$ cat src/rtl/cp0_pkg.sv
// cp0_pkg: CP0 register indices, exception codes, status/cause bit positions, selpc encodings.
package cp0_pkg;

    localparam int unsigned CP0_DW = 32;

    // CP0 register indices
    localparam logic [4:0] CP0_REG_STATUS = 5'd12;
    localparam logic [4:0] CP0_REG_CAUSE  = 5'd13;
    localparam logic [4:0] CP0_REG_EPC    = 5'd14;

    // Cause.exccode values
    localparam logic [4:0] EXC_INT = 5'd0;
    localparam logic [4:0] EXC_SYS = 5'd8;
    localparam logic [4:0] EXC_UNI = 5'd10;
    localparam logic [4:0] EXC_OVR = 5'd12;

    // Status bit positions; IEo owns bit 4, so the sync-exception enables sit at bits 5..7
    localparam int unsigned ST_IEC    = 0;
    localparam int unsigned ST_IEP    = 2;
    localparam int unsigned ST_IEO    = 4;
    localparam int unsigned ST_EN_SYS = 5;
    localparam int unsigned ST_EN_UNI = 6;
    localparam int unsigned ST_EN_OVR = 7;
    localparam int unsigned ST_IM_LSB = 8;

    // Cause bit positions
    localparam int unsigned CA_CODE_LSB = 2;
    localparam int unsigned CA_CODE_W   = 5;
    localparam int unsigned CA_IP_LSB   = 8;

    // selpc encodings
    localparam logic [1:0] SELPC_NPC = 2'b00;
    localparam logic [1:0] SELPC_EPC = 2'b01;
    localparam logic [1:0] SELPC_EXC = 2'b10;

    // Exception code of the highest-priority sync exception (ovr > uni > sys), else interrupt
    function automatic logic [4:0] exc_code(input logic ovr, input logic uni, input logic sys);
        logic [4:0] code;
        code = EXC_INT;
        if (ovr) begin
            code = EXC_OVR;
        end else if (uni) begin
            code = EXC_UNI;
        end else if (sys) begin
            code = EXC_SYS;
        end
        return code;
    endfunction

endpackage

$ cat src/rtl/cp0_prio_enc.sv
// cp0_prio_enc: lowest-index-first one-hot priority encoder with valid flag.
module cp0_prio_enc
    import cp0_pkg::*;
#(
    parameter int unsigned N = 4
) (
    input  logic [N-1:0] i_req,
    output logic [N-1:0] o_gnt,
    output logic         o_valid
);

    // Isolate the lowest set bit: req AND its two's complement
    assign o_gnt   = i_req & (~i_req + N'(1));
    assign o_valid = |i_req;

endmodule

$ cat src/rtl/cp0_intr_ctrl.sv
// cp0_intr_ctrl: CP0 status/cause/EPC with interrupt and sync-exception arbitration.
// Build option: define CP0_NEST_EN for a three-deep IE stack (IEo); otherwise two-deep.
module cp0_intr_ctrl
    import cp0_pkg::*;
#(
    parameter int unsigned NIRQ     = 4,
    parameter logic [31:0] EXC_BASE = 32'h0000_0008
) (
    input  logic            clk,
    input  logic            clrn,
    input  logic [NIRQ-1:0] irq,
    input  logic            exc_sys,
    input  logic            exc_uni,
    input  logic            exc_ovr,
    input  logic [31:0]     pc,
    input  logic            i_mtc0,
    input  logic            i_mfc0,
    input  logic            i_eret,
    input  logic [4:0]      rd,
    input  logic [31:0]     wdata,
    output logic [31:0]     rdata,
    output logic            exc,
    output logic [NIRQ-1:0] inta,
    output logic [1:0]      selpc,
    output logic [31:0]     newpc
);

    logic [NIRQ-1:0]   r_irq_q, r_ip, r_im;
    logic              r_ie_c, r_ie_p, r_ie_o;
    logic [2:0]        r_en;
    logic [4:0]        r_code;
    logic [CP0_DW-1:0] r_epc;

    logic [NIRQ-1:0]   w_ip_n, w_im_n;
    logic              w_ie_c_n, w_ie_p_n, w_ie_o_n;
    logic [2:0]        w_en_n;
    logic [4:0]        w_code_n;
    logic [CP0_DW-1:0] w_epc_n;

    logic [NIRQ-1:0]   w_rise, w_pend, w_gnt, w_ack;
    logic              w_pend_v, w_ovr, w_uni, w_sys, w_int_win, w_exc, w_eret;
    logic [4:0]        w_code;
    logic [CP0_DW-1:0] w_status, w_cause;
    logic              w_unused_wdata;

    assign w_rise         = irq & ~r_irq_q;
    assign w_pend         = r_ip & r_im;
    assign w_unused_wdata = ^wdata;

    cp0_prio_enc #(.N(NIRQ)) u_prio_enc (
        .i_req   (w_pend),
        .o_gnt   (w_gnt),
        .o_valid (w_pend_v)
    );

    // Arbitration: enabled sync exceptions (ovr > uni > sys) beat an eligible interrupt
    always_comb begin
        w_ovr     = exc_ovr & r_en[2];
        w_uni     = exc_uni & r_en[1];
        w_sys     = exc_sys & r_en[0];
        w_int_win = r_ie_c & w_pend_v & ~(w_ovr | w_uni | w_sys);
        w_exc     = w_ovr | w_uni | w_sys | w_int_win;
        w_code    = exc_code(w_ovr, w_uni, w_sys);
        w_ack     = w_int_win ? w_gnt : '0;
        w_eret    = i_eret & ~w_exc;
    end

    // Redirect outputs, held at zero while clrn is low
    always_comb begin
        exc   = clrn & w_exc;
        inta  = clrn ? w_ack : '0;
        selpc = SELPC_NPC;
        newpc = '0;
        if (clrn) begin
            if (w_exc) begin
                selpc = SELPC_EXC;
            end else if (w_eret) begin
                selpc = SELPC_EPC;
            end
            newpc = w_exc ? EXC_BASE : r_epc;
        end
    end

    // Register readback from current (pre-edge) state
    always_comb begin
        w_status                           = '0;
        w_status[ST_IEC]                   = r_ie_c;
        w_status[ST_IEP]                   = r_ie_p;
        w_status[ST_IEO]                   = r_ie_o;
        w_status[ST_EN_SYS]                = r_en[0];
        w_status[ST_EN_UNI]                = r_en[1];
        w_status[ST_EN_OVR]                = r_en[2];
        w_status[ST_IM_LSB +: NIRQ]        = r_im;
        w_cause                            = '0;
        w_cause[CA_CODE_LSB +: CA_CODE_W]  = r_code;
        w_cause[CA_IP_LSB +: NIRQ]         = r_ip;
        rdata                              = '0;
        if (i_mfc0) begin
            case (rd)
                CP0_REG_STATUS: rdata = w_status;
                CP0_REG_CAUSE:  rdata = w_cause;
                CP0_REG_EPC:    rdata = r_epc;
                default:        rdata = '0;
            endcase
        end
    end

    // Next state: exception entry beats eret/mtc0; a new irq rise always wins over an ack
    always_comb begin
        w_ip_n   = r_ip;
        w_im_n   = r_im;
        w_ie_c_n = r_ie_c;
        w_ie_p_n = r_ie_p;
        w_ie_o_n = r_ie_o;
        w_en_n   = r_en;
        w_code_n = r_code;
        w_epc_n  = r_epc;
        if (w_exc) begin
            w_epc_n  = pc;
            w_code_n = w_code;
            w_ip_n   = r_ip & ~w_ack;
`ifdef CP0_NEST_EN
            w_ie_o_n = r_ie_p;
`endif
            w_ie_p_n = r_ie_c;
            w_ie_c_n = 1'b0;
        end else begin
            if (i_mtc0) begin
                case (rd)
                    CP0_REG_STATUS: begin
                        w_ie_c_n = wdata[ST_IEC];
                        w_ie_p_n = wdata[ST_IEP];
`ifdef CP0_NEST_EN
                        w_ie_o_n = wdata[ST_IEO];
`endif
                        w_en_n   = {wdata[ST_EN_OVR], wdata[ST_EN_UNI], wdata[ST_EN_SYS]};
                        w_im_n   = wdata[ST_IM_LSB +: NIRQ];
                    end
                    CP0_REG_CAUSE: w_ip_n  = wdata[CA_IP_LSB +: NIRQ];
                    CP0_REG_EPC:   w_epc_n = wdata;
                    default: ;
                endcase
            end
            if (w_eret) begin
`ifdef CP0_NEST_EN
                w_ie_p_n = r_ie_o;
`endif
                w_ie_c_n = r_ie_p;
            end
        end
        w_ip_n = w_ip_n | w_rise;
    end

    // State registers, cleared asynchronously by clrn
    always_ff @(posedge clk or negedge clrn) begin
        if (!clrn) begin
            r_irq_q <= '0;
            r_ip    <= '0;
            r_im    <= '0;
            r_ie_c  <= 1'b0;
            r_ie_p  <= 1'b0;
            r_ie_o  <= 1'b0;
            r_en    <= '0;
            r_code  <= '0;
            r_epc   <= '0;
        end else begin
            r_irq_q <= irq;
            r_ip    <= w_ip_n;
            r_im    <= w_im_n;
            r_ie_c  <= w_ie_c_n;
            r_ie_p  <= w_ie_p_n;
            r_ie_o  <= w_ie_o_n;
            r_en    <= w_en_n;
            r_code  <= w_code_n;
            r_epc   <= w_epc_n;
        end
    end

endmodule
$ cat config.mk
export PLATFORM = sky130hd
export DESIGN_NAME = cp0_intr_ctrl
export DESIGN_NICKNAME = d
export VERILOG_FILES = /design/src/rtl/cp0_pkg.sv /design/src/rtl/cp0_prio_enc.sv /design/src/rtl/cp0_intr_ctrl.sv
export SDC_FILE = /design/constraint.sdc
export NUM_CORES = 1
export LEC_CHECK = 0
export CORE_MARGIN = 10
export CORE_UTILIZATION = 42
export CTS_BUF_LIST = sky130_fd_sc_hd__clkbuf_8
export CTS_CLUSTER_DIAMETER = 30
export CTS_CLUSTER_SIZE = 20
export DETAILED_ROUTE_END_ITERATION = 12
export PLACE_DENSITY_LB_ADDON = 0.2
export RECOVER_POWER = 25
export SYNTH_ARGS = -nofsm -noshare
export SYNTH_HDL_FRONTEND = slang
export SYNTH_SLANG_ARGS = --single-unit
$ cat constraint.sdc
create_clock -name clk -period 2.3 [get_ports clk]
set_input_delay 0.46 -clock clk [delete_from_list [all_inputs] [get_ports clk]]
set_output_delay 0.46 -clock clk [all_outputs]
set_load 0.03 [all_outputs]
==> reports/results.tsv <==
stage	metric	value	unit
setup_path	CP Launch Point	r_im[0]	
route	antenna viol nets, final	0	
yosys	Post-Synth Simple-Gate Area	20.1	%
floorplan	I/O pins	152	
global_routing	pin count of the biggest net entering global routing	63	
run_status	outcome	finished, violations left	
final_layout	Nets	600	
power	power per cell area	926	mW/mm^2
cts	CTS tree	yes	
floorplan	Die X	106	um
cts	Root Buffer	clkbuf_8	
cts	H-tree depth	2	
setup_path	largest delay contributor family on the critical path	buffers and inverters	
cts	Num CTS Buffers	5	
timing	RSZ-0062 raised after global routing	true	
yosys	cell taking the most area after synthesis	dfrtp_1	
setup_path	Worst Path Required	1.84	ns
place	placed inst area	0.00484	sq mm
yosys	Post-synth EDFFs	0	
yosys	top cell type's share of synthesized area	41.8	%
power	internal power	2.75	mW
timing	Fmax	397	MHz
yosys	post-synthesis sequential element count	52	
timing	fin crit period	2.52	ns
power	combinational group share of total power	55.9	%
power	part of the power in registers	32.4	%
setup_path	CP endpoint kind	output port	
floorplan	die area	0.0113	sq mm
place	GPL Wtd Cong	0.885	
power	peak supply drop	548	uV
setup_path	CP Class	reg2out	
setup_path	most used cell, CP	buf_6	
yosys	Mean Syn Cell Area	9.15	sq um
cts	Max clock buf depth	2	
setup_path	Critical Path AT	2.06	ns
route	drt wl/cell	19.6	um
final_layout	layout cell share with drive strength beyond 1	29.7	%
timing	setup tns final	-7.59	ns
power	Leak	2.39	nW
timing	post-route setup slack	-0.221	ns
final_layout	Layout Utilization	72.0	%
final_layout	Fill cells	571	
setup_path	CP max stage delay	0.40	ns
yosys	top post-synthesis cells by area	dfrtp_1 42%, mux2i_1 14%, o21ai_0 9.2%	
cts	Clk pin slew, worst setup/hold paths	0.09	ns
setup_path	CP max stage cell	dfrtp_1	
final_layout	P&R area growth vs syn	67.0	%
yosys	mux share of post-synthesis cell area	16.7	%
floorplan	Initial Util	43.1	%
route	final WL	12.1	mm
route	# DRC	0	
power	sw power	2.07	mW
final_layout	ant diodes	0	
yosys	compound-gate portion of the synthesized area	16.2	%
yosys	post-synthesis adder-cell area fraction	0	%
yosys	synthesized instance count	340	
yosys	largest family of logic cells by synthesized area	simple AND/OR/NAND/NOR gates	
route	Vias	3343	
floorplan	Die Height	106	um
global_routing	global route overflow	0	
final_layout	Finished Cell Area	0.00520	sq mm
cts	clk_lat worst skew	0.30	ns
yosys	syn_nets	421	
setup_path	startpoint types	flop	
yosys	Synth Cell Area	0.00311	sq mm
global_routing	vias in the first global route	3401	
job	Max Cap Viol	0	
timing	relative slew slack	38.9	%
place	dpl hpwl	8.82	mm
timing	Fin. Hold Viols	0	
setup_path	Buf/Inv on CP	4	
setup_path	reg2reg start	r_im[0]	
global_routing	antenna violations before repair	0	
power	Net Sw Frac	42.9	%
setup_path	Crit Path Max Fanout	34	
place	PortBufs	151	
hold_path	Hold Crit Class	in2async	
yosys	Warnings, synthesis	0	
route	First DRT Iteration DRCs	230	
run_status	violated checks	setup timing	
yosys	ys async rst share	100	%
floorplan	row cnt	31	
global_routing	first-pass GRT wire length	18.1	mm
route	Pre-antenna DRT Iters	4	
global_routing	total track usage	19.7	%
yosys	xor-xnor portion of the synthesized cell area	0	%
timing	Slew @ Worst Pin	0.917	ns
timing	Final Max Tran Viols	0	
cts	CTS sink cnt	52	
timing	Setup Viol. Count Final	39	
route	routed vias/inst	5.41	
floorplan	total core area	0.00721	sq mm
yosys	share of the yosys chip area belonging to registers	41.8	%
timing	final critical-path share of the clock period	110	%
yosys	Yosys cell types	38	
yosys	ys flop type	dfrtp_1	
power	Clock Power Share	11.7	%
setup_path	crit-path cells	a222oi_1, buf_4, a21boi_4, buf_6, nor2_4, buf_12, and3_1, buf_6	
timing	clock skew	0.00794	ns
[cell type report]
type	count	area, sq um	share of cell area [%]
clock buffers	7	96.3	1.85
well taps	99	124	2.38
flip-flops and latches	52	1300	25.0
repair buffers	201	1930	37.2
multi-input cells	252	1720	33.1
inverters	7	26.3	0.506
[registers in the layout (all words and copies together), names as in the netlist]
name,count
r_im,4
r_irq_q,4
r_ie_p,1
r_code,3
r_epc,32
r_en,3
r_ip,4
r_ie_c,1
[cell usage in the layout (no fill, tap or decap), types with 3 or more instances in the layout]
cell	count
clkdlybuf4s50_1	73
a21oi_1	6
o21ai_1	12
nand2_1	8
buf_4	70
buf_2	3
nor2_1	20
mux2i_1	44
mux2_2	7
buf_12	5
a22oi_1	3
nor2_4	4
inv_1	7
dfrtp_1	52
o21ai_0	57
nand4_1	4
and3_1	30
nand3_1	7
and2_1	16
buf_6	43
dlymetal6s2s_1	5
clkbuf_8	7
and2_4	6
[metal layers]
| metal | GRT usage, % | vias to the layer above | routed length [um] |
|---|---|---|---|
| li1 | - | 1571 | - |
| met3 | 4.71 | 17 | 802 |
| met1 | 22.6 | 1616 | 4660 |
| met4 | 5.32 | 0 | 232 |
| met5 | 0 | - | 0 |
| met2 | 35.8 | 139 | 6450 |
[synthesized netlist by cell type (2+ instances only)]
master    number
nor2_1        24
a22oi_1        3
dfrtp_1       52
o21bai_1       2
mux2_2         7
and3_1        32
o21ai_0       57
nand3_1        7
buf_2          6
mux2i_1       44
nand2b_1       2
buf_6          2
inv_1          7
a222oi_1       2
nand4_1        4
and2_1        23
o22ai_1        2
a21oi_1        6
clkbuf_1      19
nand2_1        8
nor2b_1        2
nand4b_1       2
o21ai_1       12
[stage by stage]
| stage | total power [mW] | setup slack, ns | cells | hold slack, ns |
|---|---|---|---|---|
| finish | 4.81 | -0.221 | 618 | 0.208 |
| global route | 5.09 | -0.331 | 618 | 0.234 |
| CTS | 4.79 | -0.264 | 614 | 0.201 |
| detailed placement | 4.07 | -0.627 | 604 | 0.474 |
| global placement | 4.00 | -0.647 | 604 | 0.466 |
| floorplan | 2.99 | 0.0131 | 340 | 0.164 |
[final timing paths]
| path | end | slack [ns] | depth (start not counted) |
|---|---|---|---|
| max | newpc[26] | -0.22 | 8 |
| min in group clk | r_ip[3] | 0.49 | 1 |
| min | r_irq_q[1] | 0.21 | 2 |
| max reg2reg | r_im[3] | 0.08 | 8 |
| min reg2reg | r_ip[3] | 0.49 | 1 |
| max in group asynchronous | r_epc[22] | 1.28 | 2 |
[cell families after synthesis]
family	after synthesis
buf+inv	36
flops	52
compound gates	90
mux	51
simple gates	111
[power by group through the flow]
stage                     Combinational, mW  Sequential [mW]  Clock [mW]
after CTS                              2.66             1.55       0.577
final                                  2.69             1.56       0.563
after detailed placement               2.51             1.56           0
after global routing                   2.89             1.60       0.603
after floorplan                        1.49             1.49           0
after global placement                 2.46             1.54           0
[timing repair]
item	4_1_cts	5_1_grt
resized for setup	54	29
buffers inserted	3	2
pin swaps	1	7
hold buffers	0	0
gates cloned	0	2
setup endpoints to repair	46	77
Note: power is estimated with default switching activity, not from simulation.
